File: src/rtl/div_ctrl_pkg.sv
// Shared encodings for the multi-cycle divide sequencer: div_op field positions,
// FSM state encoding and iteration counts.
package div_ctrl_pkg;

  // div_op = {word, rem, unsigned}
  localparam int unsigned DIV_U    = 0;
  localparam int unsigned DIV_REM  = 1;
  localparam int unsigned DIV_W    = 2;
  localparam int unsigned DIV_OP_W = 3;

  localparam int unsigned DIV_ITER_64 = 64;
  localparam int unsigned DIV_ITER_32 = 32;

  typedef enum logic [2:0] {
    StIdle = 3'd0,
    StPrep = 3'd1,
    StCalc = 3'd2,
    StFix  = 3'd3,
    StDone = 3'd4
  } div_state_e;

endpackage

File: src/rtl/div_step.sv
// One radix-2 restoring divide iteration: shift {rem, quo}, trial-subtract the divisor
// over XLEN+1 bits and keep the difference when it is non-negative.
module div_step #(
  parameter int unsigned XLEN = 64
) (
  input  logic [XLEN-1:0] i_rem,
  input  logic [XLEN-1:0] i_quo,
  input  logic [XLEN-1:0] i_div,
  output logic [XLEN-1:0] o_rem,
  output logic [XLEN-1:0] o_quo
);

  logic [XLEN:0] w_rem_sh;
  logic [XLEN:0] w_trial;
  logic          w_ge;

  always_comb begin
    w_rem_sh = {i_rem, i_quo[XLEN-1]};
    w_trial  = w_rem_sh - {1'b0, i_div};
    // Top bit of the extended difference is the borrow: clear means trial >= 0.
    w_ge     = ~w_trial[XLEN];
    o_rem    = w_ge ? w_trial[XLEN-1:0] : w_rem_sh[XLEN-1:0];
    o_quo    = {i_quo[XLEN-2:0], w_ge};
  end

endmodule

File: src/rtl/div_ctrl.sv
// Multi-cycle DIV/DIVU/REM/REMU (+W forms) sequencer: valid/ready operand intake,
// restoring divide over one shared subtractor, divide-by-zero and overflow fast paths.
module div_ctrl
  import div_ctrl_pkg::*;
#(
  parameter int unsigned XLEN = 64
) (
  input  logic                clk,
  input  logic                rst,
  input  logic                in_valid,
  output logic                in_ready,
  input  logic [DIV_OP_W-1:0] div_op,
  input  logic [XLEN-1:0]     op1,
  input  logic [XLEN-1:0]     op2,
  output logic                out_valid,
  input  logic                out_ready,
  output logic [XLEN-1:0]     result,
  input  logic                flush,
  output logic                busy
);

  localparam int unsigned HALF = XLEN / 2;
  localparam int unsigned CntW = $clog2(XLEN + 1);

  div_state_e          r_state;
  div_state_e          w_state_d;
  logic [DIV_OP_W-1:0] r_op;
  logic [XLEN-1:0]     r_op1;
  logic [XLEN-1:0]     r_op2;
  logic [XLEN-1:0]     r_rem;
  logic [XLEN-1:0]     r_quo;
  logic [XLEN-1:0]     r_div;
  logic                r_q_neg;
  logic                r_r_neg;
  logic [CntW-1:0]     r_cnt;
  logic [XLEN-1:0]     r_result;
  logic                r_out_valid;
  logic                w_out_valid_d;

  logic            w_accept;
  logic            w_word;
  logic            w_sgn;
  logic            w_sel_rem;
  logic [XLEN-1:0] w_sext_a;
  logic [XLEN-1:0] w_a;
  logic [XLEN-1:0] w_b;
  logic            w_a_neg;
  logic            w_b_neg;
  logic [XLEN-1:0] w_a_abs;
  logic [XLEN-1:0] w_b_abs;
  logic [XLEN-1:0] w_min;
  logic            w_div0;
  logic            w_ovf;
  logic            w_special;
  logic [XLEN-1:0] w_special_res;
  logic [XLEN-1:0] w_step_rem;
  logic [XLEN-1:0] w_step_quo;
  logic [XLEN-1:0] w_q;
  logic [XLEN-1:0] w_r;
  logic [XLEN-1:0] w_q_fix;
  logic [XLEN-1:0] w_r_fix;
  logic [XLEN-1:0] w_sel;
  logic [XLEN-1:0] w_fix_res;

  assign in_ready  = (r_state == StIdle) && !flush;
  assign busy      = (r_state != StIdle);
  assign out_valid = r_out_valid;
  assign result    = r_result;
  assign w_accept  = in_valid && in_ready;

  assign w_word    = r_op[DIV_W];
  assign w_sgn     = !r_op[DIV_U];
  assign w_sel_rem = r_op[DIV_REM];

  // Operand conditioning for PREP: narrowing, magnitudes and special-case detection.
  always_comb begin
    w_sext_a = {{HALF{r_op1[HALF-1]}}, r_op1[HALF-1:0]};
    w_a      = r_op1;
    w_b      = r_op2;
    if (w_word) begin
      w_a = w_sgn ? w_sext_a : {{HALF{1'b0}}, r_op1[HALF-1:0]};
      w_b = w_sgn ? {{HALF{r_op2[HALF-1]}}, r_op2[HALF-1:0]} : {{HALF{1'b0}}, r_op2[HALF-1:0]};
    end
    w_a_neg = w_sgn && w_a[XLEN-1];
    w_b_neg = w_sgn && w_b[XLEN-1];
    w_a_abs = w_a_neg ? -w_a : w_a;
    w_b_abs = w_b_neg ? -w_b : w_b;
    w_min   = w_word ? {{(HALF + 1){1'b1}}, {(HALF - 1){1'b0}}}
                     : {1'b1, {(XLEN - 1){1'b0}}};
    w_div0  = (w_b == '0);
    w_ovf   = w_sgn && (w_a == w_min) && (w_b == '1);
    w_special     = w_div0 || w_ovf;
    w_special_res = '0;
    if (w_div0) begin
      w_special_res = w_sel_rem ? (w_word ? w_sext_a : r_op1) : '1;
    end else if (w_ovf) begin
      w_special_res = w_sel_rem ? '0 : (w_word ? w_sext_a : r_op1);
    end
  end

  div_step #(
    .XLEN (XLEN)
  ) u_div_step (
    .i_rem (r_rem),
    .i_quo (r_quo),
    .i_div (r_div),
    .o_rem (w_step_rem),
    .o_quo (w_step_quo)
  );

  // Sign fix-up and result selection for FIX.
  always_comb begin
    w_q       = w_word ? {{HALF{1'b0}}, r_quo[HALF-1:0]} : r_quo;
    w_r       = r_rem;
    w_q_fix   = r_q_neg ? -w_q : w_q;
    w_r_fix   = r_r_neg ? -w_r : w_r;
    w_sel     = w_sel_rem ? w_r_fix : w_q_fix;
    w_fix_res = w_word ? {{HALF{w_sel[HALF-1]}}, w_sel[HALF-1:0]} : w_sel;
  end

  always_comb begin
    w_state_d = r_state;
    unique case (r_state)
      StIdle:  if (w_accept) w_state_d = StPrep;
      StPrep:  w_state_d = w_special ? StDone : StCalc;
      StCalc:  if (r_cnt == CntW'(1)) w_state_d = StFix;
      StFix:   w_state_d = StDone;
      StDone:  if (r_out_valid && out_ready) w_state_d = StIdle;
      default: w_state_d = StIdle;
    endcase
    if (flush) w_state_d = StIdle;
  end

  // out_valid rises one cycle into DONE and drops on handoff or flush.
  assign w_out_valid_d = (r_state == StDone) && !flush && !(r_out_valid && out_ready);

  always_ff @(posedge clk) begin
    if (!rst) begin
      r_state     <= StIdle;
      r_out_valid <= 1'b0;
      r_result    <= '0;
      r_cnt       <= '0;
      r_op        <= '0;
      r_op1       <= '0;
      r_op2       <= '0;
      r_rem       <= '0;
      r_quo       <= '0;
      r_div       <= '0;
      r_q_neg     <= 1'b0;
      r_r_neg     <= 1'b0;
    end else begin
      r_state     <= w_state_d;
      r_out_valid <= w_out_valid_d;
      unique case (r_state)
        StIdle: begin
          if (w_accept) begin
            r_op  <= div_op;
            r_op1 <= op1;
            r_op2 <= op2;
          end
        end
        StPrep: begin
          r_q_neg <= w_a_neg ^ w_b_neg;
          r_r_neg <= w_a_neg;
          r_rem   <= '0;
          r_div   <= w_b_abs;
          // W dividends sit in the upper half so their bits shift into rem first.
          r_quo   <= w_word ? {w_a_abs[HALF-1:0], {HALF{1'b0}}} : w_a_abs;
          r_cnt   <= w_word ? CntW'(DIV_ITER_32) : CntW'(DIV_ITER_64);
          if (w_special) r_result <= w_special_res;
        end
        StCalc: begin
          r_rem <= w_step_rem;
          r_quo <= w_step_quo;
          r_cnt <= r_cnt - CntW'(1);
        end
        StFix:   r_result <= w_fix_res;
        default: ;
      endcase
    end
  end

endmodule

File: config.mk
export PLATFORM = sky130hd
export DESIGN_NAME = div_ctrl
export DESIGN_NICKNAME = d
export VERILOG_FILES = /design/src/rtl/div_ctrl_pkg.sv /design/src/rtl/div_step.sv /design/src/rtl/div_ctrl.sv
export SDC_FILE = /design/constraint.sdc
export NUM_CORES = 2
export LEC_CHECK = 0
export BUFFER_PORTS_ARGS = -buffer_cell sky130_fd_sc_hd__buf_2
export CAP_MARGIN = 40
export CORE_MARGIN = 2
export CORE_UTILIZATION = 50
export CTS_BUF_LIST = sky130_fd_sc_hd__clkbuf_2
export DETAILED_ROUTE_END_ITERATION = 6
export PLACE_DENSITY_LB_ADDON = 0.08
export SLEW_MARGIN = 10
export SYNTH_ARGS = -nofsm -noshare
export SYNTH_HDL_FRONTEND = slang
export SYNTH_SLANG_ARGS = --single-unit
export TNS_END_PERCENT = 10
File: constraint.sdc
create_clock -name clk -period 5.62 [get_ports clk]
set_input_delay 0.281 -clock clk [delete_from_list [all_inputs] [get_ports clk]]
set_output_delay 0.281 -clock clk [all_outputs]
set_load 0.01 [all_outputs]
==> flow_metrics.py <==
metrics = {
    "logic_synthesis": {
        "synth_seq_cells": 400,
        "yosysUniqueCellTypes": 83,
        "syn_inst": 3662,
        "synth_flop_cell": "dfxtp_1",
        "synthArstFlopShare": 0,
        "synth_warnings": 0,
        "netlist_area_mm2": 0.02653,
        "syn_nets": 3870,
        "yosysSeqAreaShare": 0.3018,
        "avgSynthCellArea_um2": 7.245,
        "synth_edf_count": 0,
    },
    "placed_design": {
        "gp_congestion": 1.035,
        "numPortBuffers": 202,
        "dp_slack_ns": 1.299,
        "place_hpwl_mm": 87.43,
        "dp_cells": 4351,
        "dpl_cell_area_mm2": 0.02804,
    },
    "power": {
        "peakVddDrop_mv": 0.2124,
        "powerDensity_mw_per_mm2": 226.8,
        "p_leak_nw": 13.05,
    },
    "min_path": {
        "holdPathEnd": "r_cnt[3]",
        "min_path_cells": 4,
        "hold_start": "rst",
        "hp-class": "in2reg",
    },
    "critical_path": {
        "required_ns": 6.69,
        "r2r_start": "r_rem[20]",
        "crit_cells": 13,
        "cpMostUsedCell": "o21ai_0",
        "crit_buf_inv": 2,
        "worstSetupPathType": "reg2reg",
        "arrival_ns": 5.51,
        "path_cells": "buf_4, ha_1, a21oi_1, o21ai_0, a211oi_1, o21ai_0, a21oi_1, o21ai_1, a41oi_1, xnor2_2, buf_12, nand2_1, o21ai_0",
        "r2r_end": "r_rem[49]",
        "reg2reg_slack_ns": 1.18,
        "path_max_fanout": 47,
        "setup.worst_path.start_class": "register",
        "critPathMaxStageDelay_ns": 0.50,
        "endpoint_kind": "register",
        "rr_worst_depth": 13,
        "slowest_stage": "nand2_1",
        "crit_family": "compound AO/OA/AOI/OAI gates",
    },
    "drt": {
        "vias_per_cell": 6.530,
        "drt-total-wl_mm": 129.5,
        "routedWlPerCell_um": 26.21,
        "antenna_left": 0,
        "drc": 8,
        "drtIter0Drc": 4863,
        "vias": 32270,
        "first_pass_iters": 7,
    },
    "timing": {
        "timing.final.hold_violations": 0,
        "setup_ws_ns": 1.177,
        "finalSetupViolCount": 0,
        "max_freq_mhz": 225.1,
        "timing.hold.ws_ns": 0.3250,
        "timing_max_transition_violations_final": 0,
        "tns_ns": 0,
        "finClkSkew_ns": 0.08722,
        "slew_headroom": 0.3687,
        "layout_min_cycle_time_ns": 4.443,
        "rsz0062_at_grt": "false",
        "tightestPinTransition_ns": 0.9401,
        "min_period_over_period": 0.7905,
    },
    "finish": {
        "fin_area_mm2": 0.03293,
        "synthToLayoutAreaGrowth_pct": 24.14,
        "drive_above_1_share": 0.1094,
        "nets": 4370,
        "stdcell_count": 4941,
    },
    "global_routing": {
        "overflow": 0,
        "grt_pass1_wl_mm": 189.0,
        "antenna_found_initial": 16,
        "grt_max_degree": 104,
        "grt_pass1_vias": 29740,
        "grtUsageTotal": 0.4558,
    },
    "die": {
        "die_h_um": 234.4,
        "initial_utilization": 0.5049,
        "num_rows": 84,
        "ios": 203,
        "fp.dieW_um": 234.4,
        "core_region_area_mm2": 0.05255,
        "dieArea_mm2": 0.05492,
    },
    "clocking": {
        "clkSinkCount": 400,
        "root_buffer": "clkbuf_2",
        "cts_tree": "yes",
        "clockBufferDepth": 3,
        "numCtsBuffers": 109,
        "clk_pin_slew_worst_paths_ns": 0.11,
        "h-tree-depth": 3,
        "clkLatencyLatePin_ns": 1.23,
        "cts_resized": 0,
    },
    "flow_run": {
        "cap_viol_max_count": 0,
    },
    "status": {
        "failed_checks": "DRC",
        "status": "complete, but fails checks",
    },
}
## worst max-delay path by stage
stage	from	to	slack, ns
2_1_floorplan	r_rem[38]	result[62]	2.25
3_3_place_gp	r_op2[2]	result[54]	1.23
3_5_place_dp	r_rem[20]	r_rem[62]	1.30
4_1_cts	r_rem[20]	r_rem[60]	1.21
5_1_grt	r_rem[20]	r_rem[58]	0.85
6_report	r_rem[20]	r_rem[49]	1.18
## worst min-delay path, delay by kind of cell
| kind | cells | cell delay, ns |
|---|---|---|
| buf+inv | 3 | 1.00 |
| simple gates | 1 | 0.15 |
## logic make-up after synthesis
| group | after synthesis | synth area share |
|---|---|---|
| AO/OA/AOI/OAI | 1172 | 0.2720 |
| AND/OR/NAND/NOR | 1293 | 0.2200 |
| buffers and inverters | 375 | 0.05367 |
| multiplexers | 56 | 0.02122 |
| flip-flops | 400 | 0.3018 |
| XOR/XNOR | 294 | 0.09706 |
| adder cells (fa/ha/maj) | 72 | 0.03424 |
## cells in the final DEF (no fill, tap or decap), types with 13 or more instances in the layout
cell type,netlist,routed
o211ai_1,77,77
clkbuf_2,0,132
o21bai_1,19,19
a21o_1,31,31
nor2_1,305,301
diode_2,0,13
dlygate4sd3_1,0,388
buf_2,10,202
buf_4,0,48
nor3_1,79,79
nand2b_1,17,16
nor4_1,39,39
or4_1,34,34
o21ai_1,39,39
inv_1,114,114
a21oi_1,415,413
a222oi_1,15,15
a211oi_1,41,41
dfxtp_1,400,396
xnor2_1,153,152
clkinv_1,1,35
a311oi_1,20,20
nand3_1,38,38
clkinv_2,0,15
nand2_1,616,614
nand4_1,40,40
or3_1,49,49
o21ai_0,254,254
xor2_1,141,140
a221oi_1,30,30
ha_1,71,71
mux2i_1,54,54
a31oi_1,49,49
a32oi_1,21,21
o41ai_1,24,24
o31ai_1,49,49
## synth_stat cells (all sizes together), types with 5 or more instances
cell	n	area [um^2]
a211oi	41	307.8
a21boi	6	45.04
a21o	31	232.7
a21oi	415	2077
a221oi	30	262.8
a222oi	15	150.1
a22o	6	52.55
a22oi	8	60.06
a311oi	20	175.2
a31oi	49	306.5
a32oi	21	183.9
a41oi	5	43.79
and2	13	81.33
and3	8	50.05
buf	24	102.6
clkbuf	234	882.1
dfxtp	400	8008
ha	71	888.4
inv	116	435.4
mux2i	54	540.5
nand2	616	2312
nand2b	18	120.1
nand3	38	190.2
nand4	40	250.2
nand4b	7	61.31
nor2	305	1145
nor2b	5	31.28
nor3	80	405.4
nor4	43	302.8
o211ai	77	578.1
o21a	9	67.56
o21ai	294	1475
o21bai	19	142.6
o221ai	10	87.58
o22ai	6	37.54
o31a	5	43.79
o31ai	49	367.9
o41ai	26	242.7
or2	16	100.1
or3	49	306.5
or4	38	300.3
xnor2	153	1340
xor2	141	1235
## power by group
group,switching (mW),internal (mW)
sequential,0.161,2.90
clock,1.43,0.808
combinational,1.30,0.865
total,2.89,4.58
## through the flow
step	util	power, mW
5_1_grt	0.6264	7.721
4_1_cts	0.6261	7.275
2_1_floorplan	-	4.349
3_3_place_gp	0.5308	4.920
6_report	0.6267	7.471
3_5_place_dp	0.5336	4.953
## per-layer routing
metal / wire [um] / part of all wire / GRT usage / vias up
li1: - / - / - / 14170
met1: 51490 / 0.40 / 0.5983 / 15130
met2: 51990 / 0.40 / 0.6435 / 2386
met3: 18070 / 0.14 / 0.1820 / 566
met4: 7861 / 0.061 / 0.2258 / 12
met5: 76 / 0.00059 / 0 / -
## layout make-up
cell class                 count  area [um^2]
fill                        4594        19620
clock buffer                 132        660.6
timing repair buffer         647         5439
sequential                   400         8015
antenna                       13        32.53
tap                          688        860.8
inverter                     117        446.7
multi-input combinational   2887        17160
clock inverter                57        316.6
## registers in the layout, indices dropped and copies added (netlist names), 3 cells and up
signal / count
r_cnt: 7
r_div: 64
r_op2: 64
r_rem: 64
r_op: 3
result: 64
r_state: 3
r_op1: 64
r_quo: 64
## repair_timing
action | 4_1_cts | 5_1_grt
endpoints found under the setup margin | 0 | 0
hold buffers | 388 | 0
buffers inserted | 0 | 0
endpoints found under the hold margin | 266 | 0
No activity file was read; power rests on OpenSTA's default activity.
